<file path="src/rtl/gcd_multilane_coprocessor.sv">
// Multi-lane subtractive-Euclid GCD coprocessor. Round-robin dispatch and
// round-robin collection keep results in acceptance order.

module gcd_lane #(
    parameter int W = 16
) (
    input  logic         clk,
    input  logic         reset,
    input  logic         load,
    input  logic         take,
    input  logic [W-1:0] a_in,
    input  logic [W-1:0] b_in,
    output logic         idle,
    output logic         done,
    output logic [W-1:0] a
);
    typedef enum logic [1:0] {IDLE, CALC, DONE} state_t;

    state_t       state, state_next;
    logic [W-1:0] a_reg, b_reg, a_next, b_next;

    always_ff @(posedge clk) begin
        if (reset) begin
            state <= IDLE;
            a_reg <= '0;
            b_reg <= '0;
        end else begin
            state <= state_next;
            a_reg <= a_next;
            b_reg <= b_next;
        end
    end

    always_comb begin
        state_next = state;
        a_next     = a_reg;
        b_next     = b_reg;
        case (state)
            IDLE: if (load) begin
                a_next     = a_in;
                b_next     = b_in;
                state_next = CALC;
            end
            CALC: begin
                if (b_reg == '0) begin
                    state_next = DONE;
                end else if (a_reg < b_reg) begin
                    a_next = b_reg;
                    b_next = a_reg;
                end else begin
                    a_next = a_reg - b_reg;
                end
            end
            DONE: if (take) state_next = IDLE;
            default: state_next = IDLE;
        endcase
    end

    assign idle = (state == IDLE);
    assign done = (state == DONE);
    assign a    = a_reg;
endmodule

module gcd_multilane_coprocessor #(
    parameter int W     = 16,
    parameter int LANES = 4
) (
    input  logic                       clk,
    input  logic                       reset,
    input  logic                       operands_val,
    input  logic [W-1:0]               operands_bits_A,
    input  logic [W-1:0]               operands_bits_B,
    output logic                       operands_rdy,
    output logic                       result_val,
    output logic [W-1:0]               result_bits,
    input  logic                       result_rdy,
    output logic [$clog2(LANES+1)-1:0] in_flight
);
    localparam int PW = (LANES > 1) ? $clog2(LANES) : 1;
    localparam int CW = $clog2(LANES + 1);

    logic [PW-1:0]             disp_ptr, coll_ptr;
    logic [LANES-1:0]          lane_idle, lane_done, lane_load, lane_take;
    logic [LANES-1:0][W-1:0]   lane_a;
    logic                      accept, take;

    function automatic logic [PW-1:0] wrap_inc(input logic [PW-1:0] p);
        return (p == PW'(LANES - 1)) ? '0 : p + PW'(1);
    endfunction

    // Handshake outputs depend only on lane state, never on val/rdy inputs.
    assign operands_rdy = lane_idle[disp_ptr];
    assign result_val   = lane_done[coll_ptr];
    assign result_bits  = result_val ? lane_a[coll_ptr] : '0;
    assign accept       = operands_val && operands_rdy;
    assign take         = result_val && result_rdy;

    for (genvar l = 0; l < LANES; l++) begin : g_lane
        assign lane_load[l] = accept && (disp_ptr == PW'(l));
        assign lane_take[l] = take && (coll_ptr == PW'(l));

        gcd_lane #(.W(W)) u_lane (
            .clk   (clk),
            .reset (reset),
            .load  (lane_load[l]),
            .take  (lane_take[l]),
            .a_in  (operands_bits_A),
            .b_in  (operands_bits_B),
            .idle  (lane_idle[l]),
            .done  (lane_done[l]),
            .a     (lane_a[l])
        );
    end

    always_ff @(posedge clk) begin
        if (reset) begin
            disp_ptr  <= '0;
            coll_ptr  <= '0;
            in_flight <= '0;
        end else begin
            if (accept) disp_ptr <= wrap_inc(disp_ptr);
            if (take)   coll_ptr <= wrap_inc(coll_ptr);
            if (accept && !take)      in_flight <= in_flight + CW'(1);
            else if (take && !accept) in_flight <= in_flight - CW'(1);
        end
    end
endmodule

</file>
<file path="config.mk">
export PLATFORM = sky130hd
export DESIGN_NAME = gcd_multilane_coprocessor
export DESIGN_NICKNAME = d
export VERILOG_FILES = /design/src/rtl/gcd_multilane_coprocessor.sv
export SDC_FILE = /design/constraint.sdc
export NUM_CORES = 1
export LEC_CHECK = 0
export CAP_MARGIN = 20
export CORE_ASPECT_RATIO = 1.2
export CORE_MARGIN = 2
export CORE_UTILIZATION = 53
export DETAILED_ROUTE_END_ITERATION = 10
export PLACE_DENSITY = 0.79
export RECOVER_POWER = 100
export SYNTH_ARGS = -nofsm -noshare
export SYNTH_HDL_FRONTEND = slang
export SYNTH_SLANG_ARGS = --single-unit
export TNS_END_PERCENT = 30
</file>
<file path="constraint.sdc">
create_clock -name clk -period 3.9 [get_ports clk]
set_clock_uncertainty 0.1 [all_clocks]
set_input_delay 0.39 -clock clk [delete_from_list [all_inputs] [get_ports clk]]
set_output_delay 0.39 -clock clk [all_outputs]
set_load 0.01 [all_outputs]
</file>
==> metrics.log, run 1 <==
INFO  metric status = complete, but fails checks
INFO  metric violated_checks = DRC
INFO  metric tritoncts = built
INFO  metric clock.fmax = 282.6 MHz
INFO  metric postLayoutSetupSlackWorst = 0.3609 ns
INFO  metric cts_sinks = 143
INFO  metric synthesis.nets = 1522
INFO  metric grt_max_degree = 63
INFO  metric unrepaired_setup_endpoints_after_global_routing = false
INFO  metric netlist_top_cells_area = dfxtp_1, ha_1, nand2_1, a311oi_1, nor2_1
INFO  metric critical_path.endpoint_type = flip-flop
INFO  metric h-tree-depth = 4
INFO  metric total_overflow_reported_by_the_global_router = 0
INFO  metric async_flop_share = 0%
INFO  metric netlist_instances = 1408
INFO  metric timing.max_cap.violations = 0
INFO  metric worst_ep_required_time = 4.18 ns
INFO  metric timing.critical_path.fanout_max = 8
INFO  metric power_frac_comb = 66.0%
INFO  metric coreArea = 20180 sq um
INFO  metric post_cts_hold_buffer_count = 0
INFO  metric cts_buffers = 17
INFO  metric critPathLaunchType = flip-flop
INFO  metric setup-tns-final = 0 ns
INFO  metric finalCoreUtilization = 60.34%
INFO  metric leakage = 4.644 nW
INFO  metric die_w = 134.5 um
INFO  metric p_int = 6.362 mW
INFO  metric via_count_of_the_first_global_routing_pass = 10.34k
INFO  metric first_drt_iteration_drcs = 1623
INFO  metric reg2reg_setup_slack = 0.36 ns
INFO  metric syn2layout_area_growth = 12.38%
INFO  metric cts_root_buf = clkbuf_16
INFO  metric start_util = 53.69%
INFO  metric post-route-min-period = 3.539 ns
INFO  metric yosysWarningCount = 0
INFO  metric cellPowerDensity = 1016 nW/um^2
INFO  metric holdCritPathClass = input port to flip-flop
INFO  metric number_of_unique_standard_cell_types_used_by_synthesis = 77
INFO  metric cts_repair_resize_count = 0
INFO  metric drtAntennaViolNets = 0
INFO  metric power = 12.37 mW
INFO  metric dp_hpwl = 27320 um
INFO  metric number_of_antenna_violations_at_the_first_check_in_global_routing = 1
INFO  metric switching_share = 48.59%
INFO  metric placement_rows = 57
INFO  metric final.fill_count = 1756
INFO  metric clock_path_buffers = 2
INFO  metric post_synth_instance_area = 10840 sq um
INFO  metric placedCellCount = 1673
INFO  metric synth_top_flop_cell = dfxtp_1
INFO  metric power.clock.fraction = 14.7%
INFO  metric report.final.hold_viol_count = 0
INFO  metric buffer_ports.inserted = 56
INFO  metric relSlewSlack = 15.12%
INFO  metric count_of_flip_flops_with_a_built_in_enable_after_synthesis = 0
INFO  metric seq_power_share = 19.3%
INFO  metric cp.arrival = 3.82 ns
INFO  metric min-delay-start = reset
INFO  metric power.net_switching = 6.013 mW
INFO  metric timing.final.crit_share = 90.75%
INFO  metric grt_usage = 34.99%
INFO  metric tightestPinTransition = 1.273 ns
INFO  metric top_level_ports = 57
INFO  metric dieHeight = 160.6 um
INFO  metric clock_latency_on_the_worst_skew_pair = 0.44 ns
INFO  metric via_count = 11.24k
INFO  metric crit-reg2reg-capture = g_lane[3].u_lane.a[3]$_SDFFE_PP0P_
INFO  metric die-area = 21610 sq um
INFO  metric worst_reg2reg_path_depth = 11
INFO  metric drc = 1
INFO  metric regToRegStartpoint = g_lane[3].u_lane.b_reg[2]$_SDFFE_PP0P_
INFO  metric clk_pin_slew_worst_paths = 0.06 ns
INFO  metric finalWirelength = 37530 um
INFO  metric grt_pass1_wl = 58380 um
INFO  metric detail_route.wl_per_cell = 22.01 um
INFO  metric syn_avg_cell_area = 7.696 sq um
INFO  metric synth.ff_latch_count = 143
INFO  metric final_max_slew_viol_count = 0
INFO  metric synth_largest_type_area_fraction = 26.42%
INFO  metric post-cts-setup-buffers = 0
INFO  metric pre_cts_slack = 0.5545 ns
INFO  metric max-vdd-ir-drop = 0.6485 mV
INFO  metric drt_first_pass_iters = 9
INFO  metric seq_area_frac_synth = 26.42%
INFO  metric worst_hold_path.endpoint = g_lane[0].u_lane.a[5]$_SDFFE_PP0P_
INFO  metric layout_nets = 1541
INFO  metric n_antenna_cell = 0
INFO  metric yosys.area.top_type = dfxtp_1
INFO  metric whs_path_depth = 2
INFO  metric share_of_cells_above_drive_strength_1 = 6.528%
INFO  metric place.gp.congestion = 0.9772
INFO  metric final-setup-viol-count = 0
INFO  metric avgViaCountPerCell = 6.591
INFO  metric criticalPathCategory = flip-flop to flip-flop
INFO  metric stdcell_count = 1705
## worst max-delay path, stage by stage, from the launching register on
cell	delay [ns]
dfxtp_1	0.39
inv_1	0.06
ha_1	0.34
nor2b_1	0.17
o31a_1	0.32
o41ai_4	0.32
a31oi_1	0.17
nor3_1	0.70
clkbuf_1	0.39
nand2_1	0.09
a311oi_1	0.28
a31o_1	0.14
## layer usage
layer  global-route usage (%)  wire [um]  vias up  share of wire (%)
li1                         -          -     5165                  -
met1                    45.74      14080     5249                 38
met2                    50.90      15730      652                 42
met3                    7.260       4152      172                 11
met4                    25.45       3572        0                9.5
met5                        0          0        -                  0
## cells by family after synthesis
family	Yosys count	synth area share (%)
and+or+nand+nor	515	21.30
AOI/OAI and AO/OA	411	27.17
buffers and inverters	180	6.800
DFF	143	26.42
adders and majority gates	78	9.352
xor gates and xnor gates	42	3.395
muxes	39	5.565
## cells in the final DEF (no fill, tap or decap), types with 8 or more instances in the layout
master / n
a211o_1: 12
a211oi_1: 12
a21o_1: 18
a21oi_1: 102
a221oi_1: 12
a311oi_1: 71
a31oi_1: 20
and3_1: 8
buf_4: 25
clkbuf_16: 17
clkdlybuf4s50_1: 35
dfxtp_1: 143
dlygate4sd3_1: 20
ha_1: 73
inv_1: 92
mux2i_1: 22
mux4_2: 17
nand2_1: 207
nand2b_1: 17
nand3_1: 23
nand4_1: 8
nor2_1: 149
nor2b_1: 29
nor3_1: 18
nor4_1: 19
o211ai_1: 17
o21a_1: 15
o21ai_0: 42
o21ai_1: 14
or3_1: 13
xnor2_1: 26
xor2_1: 16
## worst max path at each step
stage | start | to | slack, ns | cells past startpoint
floorplan | coll_ptr[1]$_SDFFE_PP0P_ | in_flight[2]$_SDFFE_PP0P_ | 0.93 | 13
global placement | g_lane[0].u_lane.b_reg[2]$_SDFFE_PP0P_ | g_lane[0].u_lane.b_reg[15]$_SDFFE_PP0P_ | 0.60 | 10
detailed placement | g_lane[1].u_lane.b_reg[15]$_SDFFE_PP0P_ | g_lane[1].u_lane.b_reg[11]$_SDFFE_PP0P_ | 0.55 | 11
CTS | g_lane[1].u_lane.b_reg[9]$_SDFFE_PP0P_ | g_lane[1].u_lane.b_reg[15]$_SDFFE_PP0P_ | 0.52 | 11
global route | g_lane[2].u_lane.a[13]$_SDFFE_PP0P_ | g_lane[2].u_lane.b_reg[8]$_SDFFE_PP0P_ | 0.18 | 9
finish | g_lane[3].u_lane.b_reg[2]$_SDFFE_PP0P_ | g_lane[3].u_lane.a[3]$_SDFFE_PP0P_ | 0.36 | 11
## cell usage after synthesis (4+ instances only)
cell	n
or3_1	13
nand3_1	23
nand2_1	207
dfxtp_1	143
nor4_1	19
nor2b_1	33
o21bai_1	4
inv_1	92
o21a_1	15
a31oi_1	18
o21ai_0	35
a311oi_1	71
a21o_1	18
a211oi_1	12
fa_1	5
o22ai_1	5
xnor2_1	26
o211ai_1	17
nor3_1	17
mux2i_1	22
o221ai_1	6
a2111oi_0	5
and3_1	8
ha_1	73
o31a_1	4
buf_6	4
a31o_1	6
a221oi_1	12
nand4_1	8
a21oi_1	101
xor2_1	16
buf_2	19
a211o_1	12
a41oi_1	6
nor2_1	149
and2_1	5
clkbuf_1	61
nand2b_1	17
o31ai_1	6
mux4_2	17
o21ai_1	21
## power groups by stage
stage | clock network [mW] | logic (mW) | registers, mW
2_1_floorplan | 0 | 6.36 | 2.15
3_3_place_gp | 0 | 7.88 | 2.37
3_5_place_dp | 0 | 8.05 | 2.38
4_1_cts | 1.82 | 8.14 | 2.35
5_1_grt | 1.88 | 8.99 | 2.40
6_report | 1.82 | 8.17 | 2.39
## per-stage QoR
| stage | instance area (sq um) | hold slack [ns] |
|---|---|---|
| finish | 12180 | 0.3048 |
| global route | 12180 | 0.3306 |
| CTS | 12240 | 0.2884 |
| detailed placement | 11590 | 0.3926 |
| global placement | 11570 | 0.3694 |
| floorplan | 10840 | 0.3587 |
## final cells by class
class / count / area (sq um) / area share (%)
clock buffers: 22 / 464.2 / 3.812
clock inverters: 10 / 182.7 / 1.500
inverters: 93 / 349.1 / 2.867
multi-input cells: 1085 / 7208 / 59.19
flip-flops and latches: 143 / 2863 / 23.51
well taps: 265 / 331.6 / 2.723
repair buffers: 87 / 779.5 / 6.401
Power figures use the tool's default switching activity.
==> run 2: changes to the inputs <==
Settings changed: PLACE_DENSITY 0.79 to 0.72.
==> metrics.log, run 2 (synthesized netlist as in run 1, its figures left out) <==
INFO  metric critPathLaunchType = flip-flop
INFO  metric clk_pin_slew_worst_paths = 0.07 ns
INFO  metric coreArea = 20180 sq um
INFO  metric post-cts-setup-buffers = 0
INFO  metric cts_root_buf = clkbuf_16
INFO  metric post-route-min-period = 3.596 ns
INFO  metric dieHeight = 160.6 um
INFO  metric timing.max_cap.violations = 0
INFO  metric critical_path.slowest_cell = clkbuf_1
INFO  metric report.final.hold_viol_count = 0
INFO  metric drtAntennaViolNets = 0
INFO  metric share_of_cells_above_drive_strength_1 = 6.514%
INFO  metric place.gp.congestion = 1.011
INFO  metric cts_buffers = 17
INFO  metric cp.arrival = 3.83 ns
INFO  metric grt_pass1_wl = 55810 um
INFO  metric status = complete, no violations
INFO  metric buffer_ports.inserted = 56
INFO  metric leakage = 4.654 nW
INFO  metric commonest_cells_after_routing_fill_and_taps_aside = nand2_1, nor2_1, dfxtp_1
INFO  metric grt_usage = 33.05%
INFO  metric final.fill_count = 1863
INFO  metric timing.final.crit_share = 92.21%
INFO  metric layout_commonest_cell = nand2_1
INFO  metric via_count = 11.09k
INFO  metric top_level_ports = 57
INFO  metric unrepaired_setup_endpoints_after_global_routing = false
INFO  metric layout_nets = 1544
INFO  metric start_util = 53.69%
INFO  metric total_overflow_reported_by_the_global_router = 0
INFO  metric timing.critical_path.max_delay_family = compound AO/OA/AOI/OAI gates
INFO  metric cp_cell_sequence = ha_1 > fa_1 > nor2b_1 > o31a_1 > o32a_1 > a21bo_1 > a21oi_1 > clkbuf_1 > nor2_1 > a311oi_1
INFO  metric final-setup-viol-count = 0
INFO  metric cpPeakStageDelay = 0.56 ns
INFO  metric grt_max_degree = 55
INFO  metric relSlewSlack = 15.12%
INFO  metric first_drt_iteration_drcs = 1269
INFO  metric worst_ep_required_time = 4.14 ns
INFO  metric power = 12.38 mW
INFO  metric dp_hpwl = 26910 um
INFO  metric timing.critical_path.fanout_max = 19
INFO  metric die-area = 21610 sq um
INFO  metric detail_route.wl_per_cell = 21.01 um
INFO  metric drc = 0
INFO  metric tritoncts = built
INFO  metric clock_path_buffers = 2
INFO  metric timing.hold.ws = 0.3407 ns
INFO  metric holdCritPathClass = input port to flip-flop
INFO  metric worst-path-buf-inv = 1
INFO  metric h-tree-depth = 4
INFO  metric avgViaCountPerCell = 6.492
INFO  metric clock.fmax = 278.1 MHz
INFO  metric final_max_slew_viol_count = 0
INFO  metric cts_repair_resize_count = 0
INFO  metric die_w = 134.5 um
INFO  metric clock_latency_on_the_worst_skew_pair = 0.44 ns
INFO  metric cellPowerDensity = 1010 nW/um^2
INFO  metric via_count_of_the_first_global_routing_pass = 10.25k
INFO  metric setup-tns-final = 0 ns
INFO  metric post_cts_hold_buffer_count = 0
INFO  metric criticalPathCategory = flip-flop to flip-flop
INFO  metric cts_sinks = 143
INFO  metric placement_rows = 57
INFO  metric finalWirelength = 35890 um
INFO  metric drt_first_pass_iters = 6
INFO  metric syn2layout_area_growth = 13.08%
INFO  metric number_of_antenna_violations_at_the_first_check_in_global_routing = 0
INFO  metric max-vdd-ir-drop = 0.9468 mV
INFO  metric tightestPinTransition = 1.273 ns
INFO  metric n_antenna_cell = 0
INFO  metric critical_path.endpoint_type = flip-flop
-- run 2: layout make-up --
type / count / area [sq um] / share of cell area [%]
tap: 265 / 331.6 / 2.706
clock inverter: 13 / 259.0 / 2.114
multi-input combinational: 1085 / 7224 / 58.95
inverter: 93 / 349.1 / 2.849
clock buffer: 19 / 442.9 / 3.614
timing repair buffer: 90 / 784.5 / 6.402
sequential: 143 / 2863 / 23.36
-- run 2: final timing paths --
kind                                                from                                      to  slack, ns  cells past startpoint
setup / recovery  g_lane[2].u_lane.b_reg[0]$_SDFFE_PP0P_  g_lane[2].u_lane.b_reg[0]$_SDFFE_PP0P_       0.30                     10
setup reg to reg  g_lane[2].u_lane.b_reg[0]$_SDFFE_PP0P_  g_lane[2].u_lane.b_reg[0]$_SDFFE_PP0P_       0.30                     10
hold / removal                                     reset      g_lane[2].u_lane.a[2]$_SDFFE_PP0P_       0.34                      2
hold reg to reg                in_flight[2]$_SDFFE_PP0P_               in_flight[2]$_SDFFE_PP0P_       0.39                      2
-- run 2: layer usage --
layer	share of wire (%)	up-vias	track usage (%)
met1	40	5323	42.49
li1	-	5167	-
met5	0	-	0
met4	3.8	0	13.88
met2	48	505	56.03
met3	8.0	94	3.883
-- run 2: where the power goes --
group	switching, mW	internal, mW	total [mW]	leakage (nW)
registers	0.464	1.85	2.31	1.16
clock network	0.676	1.28	1.96	0.330
logic	4.78	3.32	8.10	3.16
-- run 2: worst reg2reg max path, stage by stage, from the launching register on --
cell and delay, ns:
dfxtp_1 0.45, ha_1 0.25, fa_1 0.24, nor2b_1 0.07
o31a_1 0.27, o32a_1 0.42, a21bo_1 0.44, a21oi_1 0.29
clkbuf_1 0.56, nor2_1 0.09, a311oi_1 0.31
-- run 2: per-stage QoR --
step	util [%]	cell area, sq um	cells	setup WS [ns]
after detailed placement	57.53	11610	1676	0.5078
final	60.72	12250	1708	0.3040
after floorplan	-	10840	1408	0.9312
after global routing	60.72	12250	1708	0.1513
after global placement	57.45	11600	1675	0.5363
after CTS	61.01	12310	1708	0.4981
==> run 3: changes to the inputs <==
Settings changed: SLEW_MARGIN from default to 20.
==> metrics.log, run 3 (synthesized netlist as in run 1, its figures left out) <==
INFO  metric timing.critical_path.max_delay_family = buffers and inverters
INFO  metric cts_buffers = 17
INFO  metric multiInputGateArea = 7217 sq um
INFO  metric via_count = 10.89k
INFO  metric die_w = 134.5 um
INFO  metric dieHeight = 160.6 um
INFO  metric syn2layout_area_growth = 11.89%
INFO  metric commonest_cells_after_routing_fill_and_taps_aside = nand2_1, nor2_1, dfxtp_1
INFO  metric clock.fmax = 279.4 MHz
INFO  metric timing.critical_path.fanout_max = 20
INFO  metric clk_pin_slew_worst_paths = 0.07 ns
INFO  metric placedCellCount = 1675
INFO  metric dp_hpwl = 26990 um
INFO  metric drt_first_pass_iters = 6
INFO  metric via_count_of_the_first_global_routing_pass = 10.09k
INFO  metric timing.hold.ws = 0.3398 ns
INFO  metric relSlewSlack = 14.29%
INFO  metric share_of_cells_above_drive_strength_1 = 6.519%
INFO  metric layout_commonest_cell = nand2_1
INFO  metric layout_nets = 1543
INFO  metric cts_sinks = 143
INFO  metric critical_path.slowest_cell = dlygate4sd3_1
INFO  metric post-route-min-period = 3.579 ns
INFO  metric status = complete, no violations
INFO  metric stdcell_count = 1707
INFO  metric final-setup-viol-count = 0
INFO  metric start_util = 53.69%
INFO  metric critical_path.endpoint_type = output pin
INFO  metric total_overflow_reported_by_the_global_router = 0
INFO  metric buffer_ports.inserted = 56
INFO  metric holdCritPathClass = input port to flip-flop
INFO  metric max-vdd-ir-drop = 1.014 mV
INFO  metric critPathLaunchType = flip-flop
INFO  metric finalWirelength = 35780 um
INFO  metric detail_route.wl_per_cell = 20.96 um
INFO  metric cpPeakStageDelay = 0.66 ns
INFO  metric worst-path-buf-inv = 3
INFO  metric h-tree-depth = 4
INFO  metric register_area = 2863 sq um
INFO  metric power = 12.08 mW
INFO  metric number_of_antenna_violations_at_the_first_check_in_global_routing = 0
INFO  metric post_cts_hold_buffer_count = 0
INFO  metric post-cts-setup-buffers = 0
INFO  metric placement_rows = 57
INFO  metric tightestPinTransition = 1.286 ns
INFO  metric report.final.hold_viol_count = 0
INFO  metric coreArea = 20180 sq um
INFO  metric timing.final.crit_share = 91.76%
INFO  metric timing.max_cap.violations = 0
INFO  metric criticalPathCategory = flip-flop to output pin
INFO  metric top_level_ports = 57
INFO  metric leakage = 4.597 nW
INFO  metric cp.arrival = 3.09 ns
INFO  metric drc = 0
INFO  metric grt_pass1_wl = 55800 um
INFO  metric tritoncts = built
INFO  metric grt_usage = 32.97%
INFO  metric cellPowerDensity = 996.7 nW/um^2
INFO  metric clock_path_buffers = 2
INFO  metric drtAntennaViolNets = 0
INFO  metric avgViaCountPerCell = 6.379
INFO  metric grt_max_degree = 55
INFO  metric n_antenna_cell = 0
INFO  metric worst_ep_required_time = 3.41 ns
INFO  metric cts_root_buf = clkbuf_16
INFO  metric final_max_slew_viol_count = 0
INFO  metric clock_latency_on_the_worst_skew_pair = 0.44 ns
INFO  metric die-area = 21610 sq um
INFO  metric unrepaired_setup_endpoints_after_global_routing = false
INFO  metric cp_cell_sequence = buf_4 > nand2_1 > o221ai_1 > o21ai_0 > clkbuf_1 > nor2b_1 > dlygate4sd3_1
INFO  metric cts_repair_resize_count = 0
INFO  metric final.fill_count = 1862
INFO  metric setup-tns-final = 0 ns
INFO  metric first_drt_iteration_drcs = 1213
INFO  metric place.gp.congestion = 1.011
run 3: final cells by class:
class                           instances  area share (%)
Sequential cell                       143           23.61
Inverter                               93           2.879
Timing Repair Buffer                   89           6.315
Tap cell                              265           2.734
Clock inverter                         14           1.321
Clock buffer                           18           3.622
Multi-Input combinational cell       1085           59.52
run 3: worst paths after layout:
check             slack (ns)  cells past startpoint                                    from                                endpoint
setup / recovery        0.32                      7                coll_ptr[0]$_SDFFE_PP0P_                          result_bits[9]
setup reg to reg        0.33                      8  g_lane[3].u_lane.state[1]$_SDFFE_PP0P_  g_lane[1].u_lane.b_reg[0]$_SDFFE_PP0P_
hold / removal          0.34                      2                                   reset      g_lane[2].u_lane.a[2]$_SDFFE_PP0P_
hold reg to reg         0.39                      2               in_flight[2]$_SDFFE_PP0P_               in_flight[2]$_SDFFE_PP0P_
run 3: per-stage QoR:
step	instance area, sq um	setup slack [ns]	util, %
floorplan	10840	0.9312	-
global placement	11600	0.5363	57.45
detailed placement	11600	0.4515	57.49
CTS	12200	0.4420	60.46
global route	12130	0.1261	60.08
finish	12130	0.3212	60.08
run 3: where the power goes:
part	switching (mW)	internal, mW	total, mW
clock network	0.712	0.970	1.68
registers	0.465	1.85	2.31
logic	4.80	3.29	8.09
run 3: routing by layer:
metal,part of all wire [%],GRT usage [%]
met1,41,42.93
met2,48,56.26
met3,8.2,4.135
met4,3.2,11.39
met5,0,0
run 3: worst register-to-register path: stages, from the launching register on:
cell and delay (ns):
dfxtp_1 0.41, nor2_1 0.14, mux4_2 0.53, and2_4 0.26, a31oi_1 0.51, clkbuf_1 0.72
a21oi_2 0.04, clkbuf_2 0.42, a311oi_1 0.35
